===== src/rtl/vf_frame_scheduler_if.sv =====
// Camera fetch port plus both pixel-source ports of the frame scheduler.
// master = camera core / pixel generators side, slave = scheduler side.
interface vf_frame_scheduler_if;
   logic       vf_sof;
   logic       vf_req;
   logic [7:0] vf_byte;
   logic [1:0] src_rdy;
   logic [1:0] src_sof;
   logic [1:0] src_req;
   logic [7:0] src_byte0;
   logic [7:0] src_byte1;
   logic [1:0] src_valid;

   modport master (
      output vf_sof, vf_req, src_rdy, src_byte0, src_byte1, src_valid,
      input  vf_byte, src_sof, src_req
   );

   modport slave (
      input  vf_sof, vf_req, src_rdy, src_byte0, src_byte1, src_valid,
      output vf_byte, src_sof, src_req
   );
endinterface


===== src/rtl/vf_frame_scheduler.sv =====
// Frame-level arbiter between the UVC camera frame fetch port and two pixel
// sources; grant held per frame, fill byte substituted for missing data.
module vf_frame_scheduler #(
   parameter int         FRAME_W   = 252,
   parameter int         FRAME_H   = 120,
   parameter int         BPP       = 1,
   parameter logic [7:0] FILL_BYTE = 8'h10
) (
   input  logic                 clk,
   input  logic                 rst,
   vf_frame_scheduler_if.slave  bus,
   input  logic [1:0]           mode,
   output logic                 active_src,
   output logic                 grant_vld,
   output logic [15:0]          frame_cnt,
   output logic [15:0]          fill_cnt,
   output logic                 err_short,
   output logic                 err_over
);
   localparam logic [28:0] TOTAL    = 29'(FRAME_W * FRAME_H * BPP);
   localparam logic [1:0]  S_IDLE   = 2'd0;
   localparam logic [1:0]  S_STREAM = 2'd1;
   localparam logic [1:0]  S_DONE   = 2'd2;

   logic [1:0]  state;
   logic [28:0] byte_cnt;
   logic        last;
   logic        gnt_ok, gnt_idx;
   logic        cur_stream, cur_vld, cur_idx;
   logic        dq, fill_q, fill_now;
   logic [7:0]  src_sel;

   always_comb begin
      gnt_ok  = 1'b0;
      gnt_idx = 1'b0;
      case (mode)
         2'b00: gnt_ok = bus.src_rdy[0];
         2'b01: begin
            gnt_ok  = bus.src_rdy[1];
            gnt_idx = 1'b1;
         end
         2'b10: begin
            if (bus.src_rdy[~last]) begin
               gnt_ok  = 1'b1;
               gnt_idx = ~last;
            end else if (bus.src_rdy[last]) begin
               gnt_ok  = 1'b1;
               gnt_idx = last;
            end
         end
         default: begin
            if (bus.src_rdy[0]) begin
               gnt_ok = 1'b1;
            end else if (bus.src_rdy[1]) begin
               gnt_ok  = 1'b1;
               gnt_idx = 1'b1;
            end
         end
      endcase
   end

   // A request coincident with vf_sof already belongs to the new frame and grant.
   assign cur_stream = bus.vf_sof | (state == S_STREAM);
   assign cur_vld    = bus.vf_sof ? gnt_ok  : grant_vld;
   assign cur_idx    = bus.vf_sof ? gnt_idx : active_src;

   assign bus.src_sof = {2{bus.vf_sof & gnt_ok}} & (gnt_idx ? 2'b10 : 2'b01);
   assign bus.src_req = {2{bus.vf_req & cur_stream & cur_vld}} & (cur_idx ? 2'b10 : 2'b01);

   assign src_sel     = active_src ? bus.src_byte1 : bus.src_byte0;
   assign fill_now    = fill_q | ~bus.src_valid[active_src];
   assign bus.vf_byte = fill_now ? FILL_BYTE : src_sel;

   always_ff @(posedge clk) begin
      if (rst) begin
         state      <= S_IDLE;
         byte_cnt   <= '0;
         active_src <= 1'b0;
         grant_vld  <= 1'b0;
         last       <= 1'b0;
         frame_cnt  <= '0;
         fill_cnt   <= '0;
         err_short  <= 1'b0;
         err_over   <= 1'b0;
         dq         <= 1'b0;
         fill_q     <= 1'b1;
      end else begin
         dq        <= bus.vf_req;
         fill_q    <= ~(cur_stream & cur_vld);
         err_short <= bus.vf_sof & (state == S_STREAM);
         err_over  <= bus.vf_req & ~bus.vf_sof & (state == S_DONE);
         if (bus.vf_sof) begin
            active_src <= gnt_idx;
            grant_vld  <= gnt_ok;
            if (gnt_ok) last <= gnt_idx;
            frame_cnt  <= frame_cnt + 16'd1;
            fill_cnt   <= '0;
            byte_cnt   <= {28'd0, bus.vf_req};
            state      <= (bus.vf_req && TOTAL == 29'd1) ? S_DONE : S_STREAM;
         end else begin
            if (dq && fill_now && fill_cnt != 16'hFFFF) fill_cnt <= fill_cnt + 16'd1;
            if (state == S_STREAM && bus.vf_req) begin
               byte_cnt <= byte_cnt + 29'd1;
               if (byte_cnt + 29'd1 == TOTAL) state <= S_DONE;
            end
         end
      end
   end
endmodule


===== src/flat_wrapper.sv =====
// flat-port wrapper written by rule: the top's interface ports become plain ports
module vf_frame_scheduler_flat 
#(
   parameter int         FRAME_W   = 252,
   parameter int         FRAME_H   = 120,
   parameter int         BPP       = 1,
   parameter logic [7:0] FILL_BYTE = 8'h10
)
  (clk, rst, mode, active_src, grant_vld, frame_cnt, fill_cnt, err_short, err_over, bus_vf_sof, bus_vf_req, bus_src_rdy, bus_src_byte0, bus_src_byte1, bus_src_valid, bus_vf_byte, bus_src_sof, bus_src_req);
  vf_frame_scheduler_if bus_i ();
  input  logic clk;
  input  logic rst;
  input  logic [1:0] mode;
  output logic active_src;
  output logic grant_vld;
  output logic [15:0] frame_cnt;
  output logic [15:0] fill_cnt;
  output logic err_short;
  output logic err_over;
  input wire logic [$bits(bus_i.vf_sof)-1:0] bus_vf_sof;
  input wire logic [$bits(bus_i.vf_req)-1:0] bus_vf_req;
  input wire logic [$bits(bus_i.src_rdy)-1:0] bus_src_rdy;
  input wire logic [$bits(bus_i.src_byte0)-1:0] bus_src_byte0;
  input wire logic [$bits(bus_i.src_byte1)-1:0] bus_src_byte1;
  input wire logic [$bits(bus_i.src_valid)-1:0] bus_src_valid;
  output wire logic [$bits(bus_i.vf_byte)-1:0] bus_vf_byte;
  output wire logic [$bits(bus_i.src_sof)-1:0] bus_src_sof;
  output wire logic [$bits(bus_i.src_req)-1:0] bus_src_req;
  assign bus_i.vf_sof = bus_vf_sof;
  assign bus_i.vf_req = bus_vf_req;
  assign bus_i.src_rdy = bus_src_rdy;
  assign bus_i.src_byte0 = bus_src_byte0;
  assign bus_i.src_byte1 = bus_src_byte1;
  assign bus_i.src_valid = bus_src_valid;
  assign bus_vf_byte = bus_i.vf_byte;
  assign bus_src_sof = bus_i.src_sof;
  assign bus_src_req = bus_i.src_req;
  vf_frame_scheduler #(.FRAME_W(FRAME_W), .FRAME_H(FRAME_H), .BPP(BPP), .FILL_BYTE(FILL_BYTE)) u_core (.clk(clk), .rst(rst), .bus(bus_i), .mode(mode), .active_src(active_src), .grant_vld(grant_vld), .frame_cnt(frame_cnt), .fill_cnt(fill_cnt), .err_short(err_short), .err_over(err_over));
endmodule

===== config.mk =====
export PLATFORM = sky130hd
export DESIGN_NAME = vf_frame_scheduler_flat
export DESIGN_NICKNAME = d
export VERILOG_FILES = /design/src/rtl/vf_frame_scheduler_if.sv /design/src/rtl/vf_frame_scheduler.sv /design/src/flat_wrapper.sv
export SDC_FILE = /design/constraint.sdc
export NUM_CORES = 1
export LEC_CHECK = 0
export ABC_AREA = 0
export CAP_MARGIN = 20
export CORE_MARGIN = 4
export CORE_UTILIZATION = 52
export CTS_CLUSTER_DIAMETER = 30
export DETAILED_ROUTE_END_ITERATION = 6
export PLACE_DENSITY = 0.82
export SLEW_MARGIN = 20
export SYNTH_ARGS = -nofsm -noshare
export SYNTH_HDL_FRONTEND = slang
export SYNTH_SLANG_ARGS = --single-unit

===== constraint.sdc =====
create_clock -name clk -period 2.3 [get_ports clk]
set_input_delay 0.46 -clock clk [delete_from_list [all_inputs] [get_ports clk]]
set_output_delay 0.46 -clock clk [all_outputs]
set_load 0.01 [all_outputs]

[Word-level counts from Yosys, hierarchy flattened]
Index checks and enable logic that the tools add are counted.
Storage, ports and cells
  output and inout port bits: 48
  register bits: 70
  input bits: 26
Cells by class
  add/subtract/negate cells: 3
  magnitude comparators: 3
  equality and inequality tests: 6
  reduce and logical (&&, ||, !) cells: 10
  mux-type cells: 26
  bitwise logic cells: 15
Operators with widths (count)
  $add 16x1->16 const B: 2
  $add 29x1->29 const B: 1
  $eq 29x15->1 const B: 1
  $mux 1: 20
  $mux 8: 2
  $ne 16x16->1 const B: 1
  $and 1x1->1: 7
  $lt 1x2->1 const B: 3
  $pmux 1 s3: 2
  $reduce_and 2->1: 3
  $and 2x2->2: 2
  $eq 2x1->1 const B: 2
  $eq 2x2->1 const B: 2
  $mux 2: 2
  $not 1->1: 4
  $reduce_bool 2->1: 2
  $logic_and 1x1->1: 3
  $logic_not 2->1: 1
  $or 1x1->1: 2
  $reduce_or 2->1: 1

[Depth between registers and ports, before layout]
Gate-level depths: netlist of run 1.
  depth in word-level cells: 8
  gate-level depth with buffers: 8
  gate-level depth less buffers: 7

[Worst setup path before layout of run 1]
OpenSTA, ideal clock, no wires.
  path type: register to register
  start point: register u_core.byte_cnt[0]
  end point: register u_core.state[0]
  library setup time: 120 ps
  clock period less this slack: 2132 ps
  data arrival time: 2013 ps
  path buffers: 1
  cell stages (with the launch flop): 9
  slack: 168 ps
  cells stage by stage: dfxtp_1 -> ha_1 -> nand2_1 -> or3_1 -> buf_6 -> xor2_2 -> nor4_2 -> o2111ai_1 -> o31a_1
On the way
  word-level cells in the longest chain between the ends: 4
Ends and longest elaborated chain
  from (decl): RTL line vf_frame_scheduler.sv:26  | logic [28:0] byte_cnt;
  from (signal assigned): RTL line vf_frame_scheduler.sv:98  | byte_cnt <= {28'd0, bus.vf_req};
  from (signal assigned): RTL line vf_frame_scheduler.sv:103  | byte_cnt <= byte_cnt + 29'd1;
  $add 29x1->29: RTL line vf_frame_scheduler.sv:104  | if (byte_cnt + 29'd1 == TOTAL) state <= S_DONE;
  $eq 29x15->1: RTL line vf_frame_scheduler.sv:104
  $reduce_bool 2->1 (no line)
  $reduce_and 2->1 (no line)
  to (signal assigned): RTL line vf_frame_scheduler.sv:99  | state <= (bus.vf_req && TOTAL == 29'd1) ? S_DONE : S_STREAM;
  to (decl): RTL line vf_frame_scheduler.sv:25  | logic [1:0] state;
Every way passes these cells.
A chain may end at the register's enable or synchronous reset.

[Final worst setup path of run 1]
  start point: input port bus_src_valid[1]
  end point: output port bus_vf_byte[1]
On the way
  word-level cells in the longest chain between the ends: 5
Ends and longest elaborated chain
  from (decl): RTL line flat_wrapper.sv:25  | input wire logic [$bits(bus_i.src_valid)-1:0] bus_src_valid;
  $mux 1 (implied by the code) (2 in series): RTL line vf_frame_scheduler.sv:71  | assign fill_now = fill_q | ~bus.src_valid[active_src];
  $not 1->1: RTL line vf_frame_scheduler.sv:71
  $or 1x1->1: RTL line vf_frame_scheduler.sv:71
  $mux 8: RTL line vf_frame_scheduler.sv:72  | assign bus.vf_byte = fill_now ? FILL_BYTE : src_sel;
  to (decl): RTL line flat_wrapper.sv:26  | output wire logic [$bits(bus_i.vf_byte)-1:0] bus_vf_byte;
Every way passes these cells. The select of a mux whose other input is x is not followed.

==> parameters.txt, run 1 <==
Parameter                              Value

Worst setup path
  Kind of critical path ... in -> out
  Required time of the critical path ... approximately 1.8 ns
  Critical path's top delay family ... buffers and inverters
  Type of destination of the critical path ... output pin
  Data arrival time of the worst path ... between 1.5 and 2 ns
  Largest driver fanout on the critical path ... 6
  Biggest cell delay along the critical path ... 0.46 ns
  Reg-to-reg setup timing slack ... approximately 0.16 ns
  Series of cell instances along the critical path ... clkdlybuf4s50_1 -> mux2i_1 -> or2_4 -> buf_4 -> nor2_1 -> clkdlybuf4s15_1
  Number of buffers and inverters on the critical path ... 3
  Worst Setup Start Kind ... input port
  Crit-path slowest cell ... sky130_fd_sc_hd__clkdlybuf4s50_1

Timing
  Final number of max-transition violations ... 0
  Worst slew pin tran ... approximately 0.7 ns
  Final worst-path cycle share ... 100.8%
  Clock Skews ... 0.01049 ns
  Final critical delay including setup and external delays ... between 2 and 2.5 ns
  Number of endpoints with negative hold slack in the final report ... 0
  Final worst setup slack ... -0.01825 ns
  Fin Hold WS ... 0.4716 ns
  Count of endpoints failing setup in the final report ... 2
  Setup TNS after final layout ... -0.01883 ns
  Worst-case headroom to the max-slew limit ... a little over half
  Fmax achieved ... about 430 MHz

Flow run
  Maxcap violations ... 0

CTS
  Worst-Skew Late Latency ... between 0.3 and 0.4 ns
  H-tree level count ... 3
  Cts bufs inserted ... 9
  Clock-pin slew of the registers on the worst-case setup and hold paths ... about 0.07 ns
  Number of sinks handled by clock tree synthesis ... 70
  Bufs on Longest Clock Path ... 2
  Number of buffers added to fix hold violations after cts ... 0
  CTS root buffer ... sky130_fd_sc_hd__clkbuf_8
  TritonCTS clock tree ... done

Synthesis
  Share of the synthesized area in the top cell type ... between 30% and 40%
  Synth warnings ... 0
  Cells after synthesis ... 443
  Most used flip-flop cell after synthesis ... sky130_fd_sc_hd__dfxtp_1
  Sequential share of the synthesized area ... 37.81%
  Main area contributors after synthesis ... sky130_fd_sc_hd__dfxtp_1 (38%), sky130_fd_sc_hd__xor2_1 (9.7%), sky130_fd_sc_hd__nor2_1 (8.4%)
  Number of different library cells in the post-synthesis netlist ... 52
  Post-Synthesis Mean Instance Area ... 8.366 um^2
  Number of flops mapped to enable cells by yosys ... 0
  Post-Synthesis Cell Area ... 3706 um^2
  Cell taking the most area after synthesis ... sky130_fd_sc_hd__dfxtp_1
  Fraction of registers with async set/reset ... 0%
  #FFs+latches synth ... 70
  Synthesized net count ... 473

Floorplan
  Die Footprint ... 8541 um^2
  Num rows ... 30
  Boundary Pins ... 74
  Core area ... 6869 um^2
  Height of the die ... roughly 92 um
  Die Span X ... 92.42 um
  Initial core utilization ... 53.95%

Routing
  DRC violation count after routing ... 0
  Final wirelength ... between 9000 and 10000 um
  Antenna Violating Nets Remaining ... 0
  First-pass iteration count of the detailed router ... 4
  Post-detailed-route wirelength per cell ... about 15 um
  Routed via count divided by cell count ... roughly 5.4
  Routed via count ... 3491
  First-iteration detailed-routing DRC count ... 106

GRT
  Antenna violations before repair ... 0
  Maximum number of pins on one net before global-route repair ... 25
  GRT overflow ... 0
  Global-route total usage across every layer ... approximately 22%
  Global-route wire length before repair ... around 15000 um
  Number of global-route vias before repair ... between 3000 and 4000

Power and ir drop
  Largest vdd supply drop ... ~0.40 mV
  Ratio of total power to cell area ... 493.6 nW/um^2
  Leakage power summed over all cells ... 1.914 nW

Placement
  Buffers added on ports ... 73
  Last weighted congestion value of the routability-driven placer ... approximately 0.95
  Total half-perimeter wirelength after legalization and detailed placement ... 6870 um

Cells and area
  Area added between synthesis and finish ... 34.67%
  ANT cells ... 0
  Most frequent cells in the layout ... sky130_fd_sc_hd__nor2_1 (82), sky130_fd_sc_hd__dfxtp_1 (68), sky130_fd_sc_hd__clkdlybuf4s50_1 (57)
  Fraction of final layout cells sized beyond drive strength 1 ... between 10% and 20%
  Number of nets in the layout ... around 570
  Commonest non-fill, non-tap cell in the layout ... sky130_fd_sc_hd__nor2_1

Outcome
  Run status ... finished, violations left
  Violated checks ... setup timing

Hold path
  Worst hold path type ... reg -> reg
## logic make-up (layout without fill, tap and decap cells)
group | count (synthesis) | after routing | synth area share [%]
muxes | 12 | 12 | 3.241
and+or+nand+nor | 226 | 226 | 31.03
AOI/OAI and AO/OA | 43 | 43 | 8.980
xor gates and xnor gates | 60 | 60 | 14.38
buffers and inverters | 28 | 133 | 3.207
DFF | 70 | 70 | 37.81
adders and majority gates | 4 | 4 | 1.350
## synth_stat cells, drive strengths merged, types with 2 or more instances
cell type	instances
nor4	5
nand2	33
a2111oi	2
ha	4
nor3b	3
clkbuf	14
o211ai	3
a211o	2
o2111ai	4
a21oi	9
a41oi	2
o21ai	7
nor2b	5
or3	5
inv	6
nor2	83
nand4	17
buf	8
o31ai	2
nand2b	5
nand3	26
xor2	42
and2	5
xnor2	18
and4	3
a31oi	3
mux2i	12
nor3	10
a211oi	2
nand3b	2
and3	22
dfxtp	70
## path summary, 6_finish.rpt
check | from | to | cells past startpoint
setup / recovery | bus_src_valid[1] | bus_vf_byte[1] | 6
hold / removal | u_core.state[0]$_SDFFE_PP0P_ | u_core.err_over$_SDFF_PP0_ | 1
setup reg to reg | u_core.byte_cnt[8]$_SDFFE_PP0P_ | u_core.state[0]$_SDFFE_PP0P_ | 6
hold reg to reg | u_core.state[0]$_SDFFE_PP0P_ | u_core.err_over$_SDFF_PP0_ | 1
## layout make-up
cell class,count,area [um^2]
multi-input combinational,345,2243
inverter,6,22.52
sequential,70,1404
tap,96,120.1
clock buffer,12,155.1
clock inverter,4,45.04
fill,527,1878
timing repair buffer,111,1001
## through the flow
| step | worst slack, ns | power, mW | std cells | util [%] | instance area (um^2) |
|---|---|---|---|---|---|
| 2_1_floorplan | 0.1676 | 1.351 | 443 | - | 3706 |
| 3_3_place_gp | -0.3170 | 1.467 | 624 | 68.65 | 4716 |
| 3_5_place_dp | -0.4205 | 1.475 | 624 | 68.65 | 4716 |
| 4_1_cts | 0.002086 | 2.470 | 641 | 71.55 | 4915 |
| 5_1_grt | -0.1242 | 2.561 | 644 | 72.66 | 4991 |
| 6_report | -0.01825 | 2.463 | 644 | 72.66 | 4991 |
## state kept, by name, summed over array words and instances, names as in the netlist
name,count
u_core.byte_cnt,29
u_core.fill_cnt,16
u_core.frame_cnt,16
u_core.state,2
u_core.active_src,1
u_core.dq,1
u_core.err_over,1
u_core.err_short,1
u_core.fill_q,1
u_core.grant_vld,1
u_core.last,1
## repair_timing
action	4_1_cts	5_1_grt
pin swaps	2	7
endpoints found under the setup margin	12	10
setup buffers	1	3
gates resized for setup	19	21
## routing by layer
metal / global-route usage (%) / wire length, um
met5: 0 / 0
met3: 5.768 / 364
met2: 38.43 / 4949
met4: 7.302 / 246
met1: 24.87 / 3836
## where the power goes
group	total [mW]	internal (mW)	switching [mW]
clock	1.00	0.555	0.448
sequential	1.24	1.23	0.0119
combinational	0.223	0.118	0.105
total	2.46	1.90	0.565
Note: power is estimated with default switching activity, not from simulation.
==> inputs of run 2 (changes only) <==
Settings changed: RECOVER_POWER from default to 100.
==> parameters.txt, run 2 (same netlist as run 1, synthesis figures left out) <==
Parameter                              Value

Outcome
  Run status ... finished, violations left
  Violated checks ... setup timing

Power and ir drop
  Leakage power summed over all cells ... 1.911 nW (-0.18%)
  Largest vdd supply drop ... 0.3980 mV (+0.21%)
  Ratio of total power to cell area ... 494.4 nW/um^2 (+0.16%)

Timing
  Worst-case headroom to the max-slew limit ... 36.63% (-16 points)
  Final critical delay including setup and external delays ... 2.315 ns (-0.003547 ns)
  Final number of max-transition violations ... 0 (unchanged)
  Number of endpoints with negative hold slack in the final report ... 0 (unchanged)
  Count of endpoints failing setup in the final report ... 2 (unchanged)
  Fmax achieved ... 432.0 MHz (+0.15%)
  Final worst setup slack ... -0.01470 ns (+0.003547 ns)
  Worst slew pin tran ... 0.9506 ns (+0.2527 ns)
  Final worst-path cycle share ... 100.6% (-0.15 points)
  Clock Skews ... 0.01049 ns (-0.000002600 ns)

CTS
  CTS root buffer ... sky130_fd_sc_hd__clkbuf_8
  Clock-pin slew of the registers on the worst-case setup and hold paths ... 0.07 ns (about the same)
  Bufs on Longest Clock Path ... 2 (unchanged)
  H-tree level count ... 3 (unchanged)
  Cts bufs inserted ... 9 (unchanged)
  Number of buffers added to fix hold violations after cts ... 0 (unchanged)
  Worst-Skew Late Latency ... 0.35 ns (about the same)
  TritonCTS clock tree ... done
  Number of sinks handled by clock tree synthesis ... 70 (unchanged)

Routing
  First-pass iteration count of the detailed router ... 4 (unchanged)
  Final wirelength ... 9391 um (about the same)
  Routed via count ... 3523 (+0.92%)
  DRC violation count after routing ... 0 (unchanged)
  Post-detailed-route wirelength per cell ... 14.58 um (about the same)
  Routed via count divided by cell count ... 5.470 (+0.92%)
  Antenna Violating Nets Remaining ... 0 (unchanged)
  First-iteration detailed-routing DRC count ... 116 (+9.4%)

Worst setup path
  Biggest cell delay along the critical path ... 0.45 ns (about the same)
  Type of destination of the critical path ... output pin
  Crit-path slowest cell ... sky130_fd_sc_hd__clkdlybuf4s50_1
  Largest driver fanout on the critical path ... 6 (unchanged)
  Required time of the critical path ... 1.84 ns (about the same)
  Number of buffers and inverters on the critical path ... 3 (unchanged)
  Series of cell instances along the critical path ... clkdlybuf4s50_1 -> mux2i_1 -> or2_4 -> buf_4 -> nor2_1 -> clkdlybuf4s15_1
  Critical path's top delay family ... buffers and inverters
  Kind of critical path ... in -> out
  Worst Setup Start Kind ... input port
  Data arrival time of the worst path ... 1.85 ns (about the same)

Floorplan
  Boundary Pins ... 74 (unchanged)
  Initial core utilization ... 53.95% (unchanged)
  Core area ... 6869 um^2 (unchanged)
  Die Span X ... 92.42 um (unchanged)
  Die Footprint ... 8541 um^2 (unchanged)
  Height of the die ... 92.42 um (unchanged)
  Num rows ... 30 (unchanged)

Cells and area
  Register with the most flip-flops ... u_core.byte_cnt
  Fraction of final layout cells sized beyond drive strength 1 ... 13.69% (-0.18 points)
  Area added between synthesis and finish ... 34.57% (about the same)
  Non-filler instance count after layout ... 644 (unchanged)
  Number of nets in the layout ... 573 (unchanged)
  Max reg flops ... 29 (unchanged)
  Commonest non-fill, non-tap cell in the layout ... sky130_fd_sc_hd__nor2_1
  ANT cells ... 0 (unchanged)
  Biggest regs ... u_core.byte_cnt x29, u_core.fill_cnt x16, u_core.frame_cnt x16
  Most frequent cells in the layout ... sky130_fd_sc_hd__nor2_1 (82), sky130_fd_sc_hd__dfxtp_1 (68), sky130_fd_sc_hd__clkdlybuf4s50_1 (56)
  Final instance area ... 4987 um^2 (about the same)

Hold path
  Worst hold path type ... reg -> reg

GRT
  Maximum number of pins on one net before global-route repair ... 25 (unchanged)
  GRT overflow ... 0 (unchanged)
  Antenna violations before repair ... 0 (unchanged)
  Number of global-route vias before repair ... 3322 (unchanged)
  Global-route wire length before repair ... 15050 um (unchanged)
  Global-route total usage across every layer ... 21.59% (unchanged)

Placement
  Last weighted congestion value of the routability-driven placer ... 0.9498 (unchanged)
  Cells after DPL ... 624 (unchanged)
  Buffers added on ports ... 73 (unchanged)
  Placement-stage cell area ... 4716 um^2 (unchanged)
  Total half-perimeter wirelength after legalization and detailed placement ... 6870 um (unchanged)

Flow run
  Maxcap violations ... 0 (unchanged)
==> run 2: changes by cell type in the layout (fill, tap and decap cells not counted), sizes merged <==
| cell | previous run | this run |
|---|---|---|
| buf | 38 | 37 |
| clkbuf | 13 | 14 |
| clkdlybuf4s50 | 57 | 56 |
| dlygate4sd3 | 0 | 1 |
==> run 2: metal layers <==
| layer | track usage [%] | routed length (um) |
|---|---|---|
| met5 | 0 | 0 |
| met4 | 7.302 | 232 |
| met3 | 5.768 | 374 |
| met2 | 38.43 | 4952 |
| met1 | 24.87 | 3832 |
==> run 2: final timing paths <==
path | startpoint | end | slack (ns) | depth (start not counted)
max | bus_src_valid[1] | bus_vf_byte[1] | -0.01 | 6
min | u_core.state[0]$_SDFFE_PP0P_ | u_core.err_over$_SDFF_PP0_ | 0.47 | 1
max reg2reg | u_core.byte_cnt[6]$_SDFFE_PP0P_ | u_core.state[0]$_SDFFE_PP0P_ | 0.16 | 7
min reg2reg | u_core.state[0]$_SDFFE_PP0P_ | u_core.err_over$_SDFF_PP0_ | 0.47 | 1
==> run 2: area by class of cell <==
| cell class | instances | area [um^2] |
|---|---|---|
| clock buffers | 12 | 155.1 |
| clock inverters | 4 | 45.04 |
| fillers | 529 | 1882 |
| inverters | 6 | 22.52 |
| multi-input cells | 345 | 2243 |
| flip-flops and latches | 70 | 1404 |
| well taps | 96 | 120.1 |
| repair buffers | 111 | 997.2 |
==> run 2: what timing repair did <==
| item | in CTS | in global routing |
|---|---|---|
| pin swaps | 2 | 7 |
| setup buffers | 1 | 3 |
| gates resized for setup | 19 | 21 |
| endpoints found under the setup margin | 12 | 10 |
==> run 2: power breakdown <==
group	internal [mW]	switching (mW)	total [mW]	leakage (nW)
combinational	0.117	0.105	0.222	1.24
clock	0.555	0.451	1.01	0.106
sequential	1.23	0.0118	1.24	0.567
==> run 2: stage by stage <==
| step | hold WS, ns | utilization (%) | setup WS, ns | power [mW] | TNS, ns |
|---|---|---|---|---|---|
| 2_1_floorplan | 0.4296 | - | 0.1676 | 1.351 | 0 |
| 3_3_place_gp | 0.4506 | 68.65 | -0.3170 | 1.467 | -2.564 |
| 3_5_place_dp | 0.4562 | 68.65 | -0.4205 | 1.475 | -4.532 |
| 4_1_cts | 0.4733 | 71.55 | 0.002086 | 2.470 | 0 |
| 5_1_grt | 0.4976 | 72.60 | -0.1242 | 2.560 | -0.2505 |
| 6_report | 0.4732 | 72.60 | -0.01470 | 2.466 | -0.02189 |
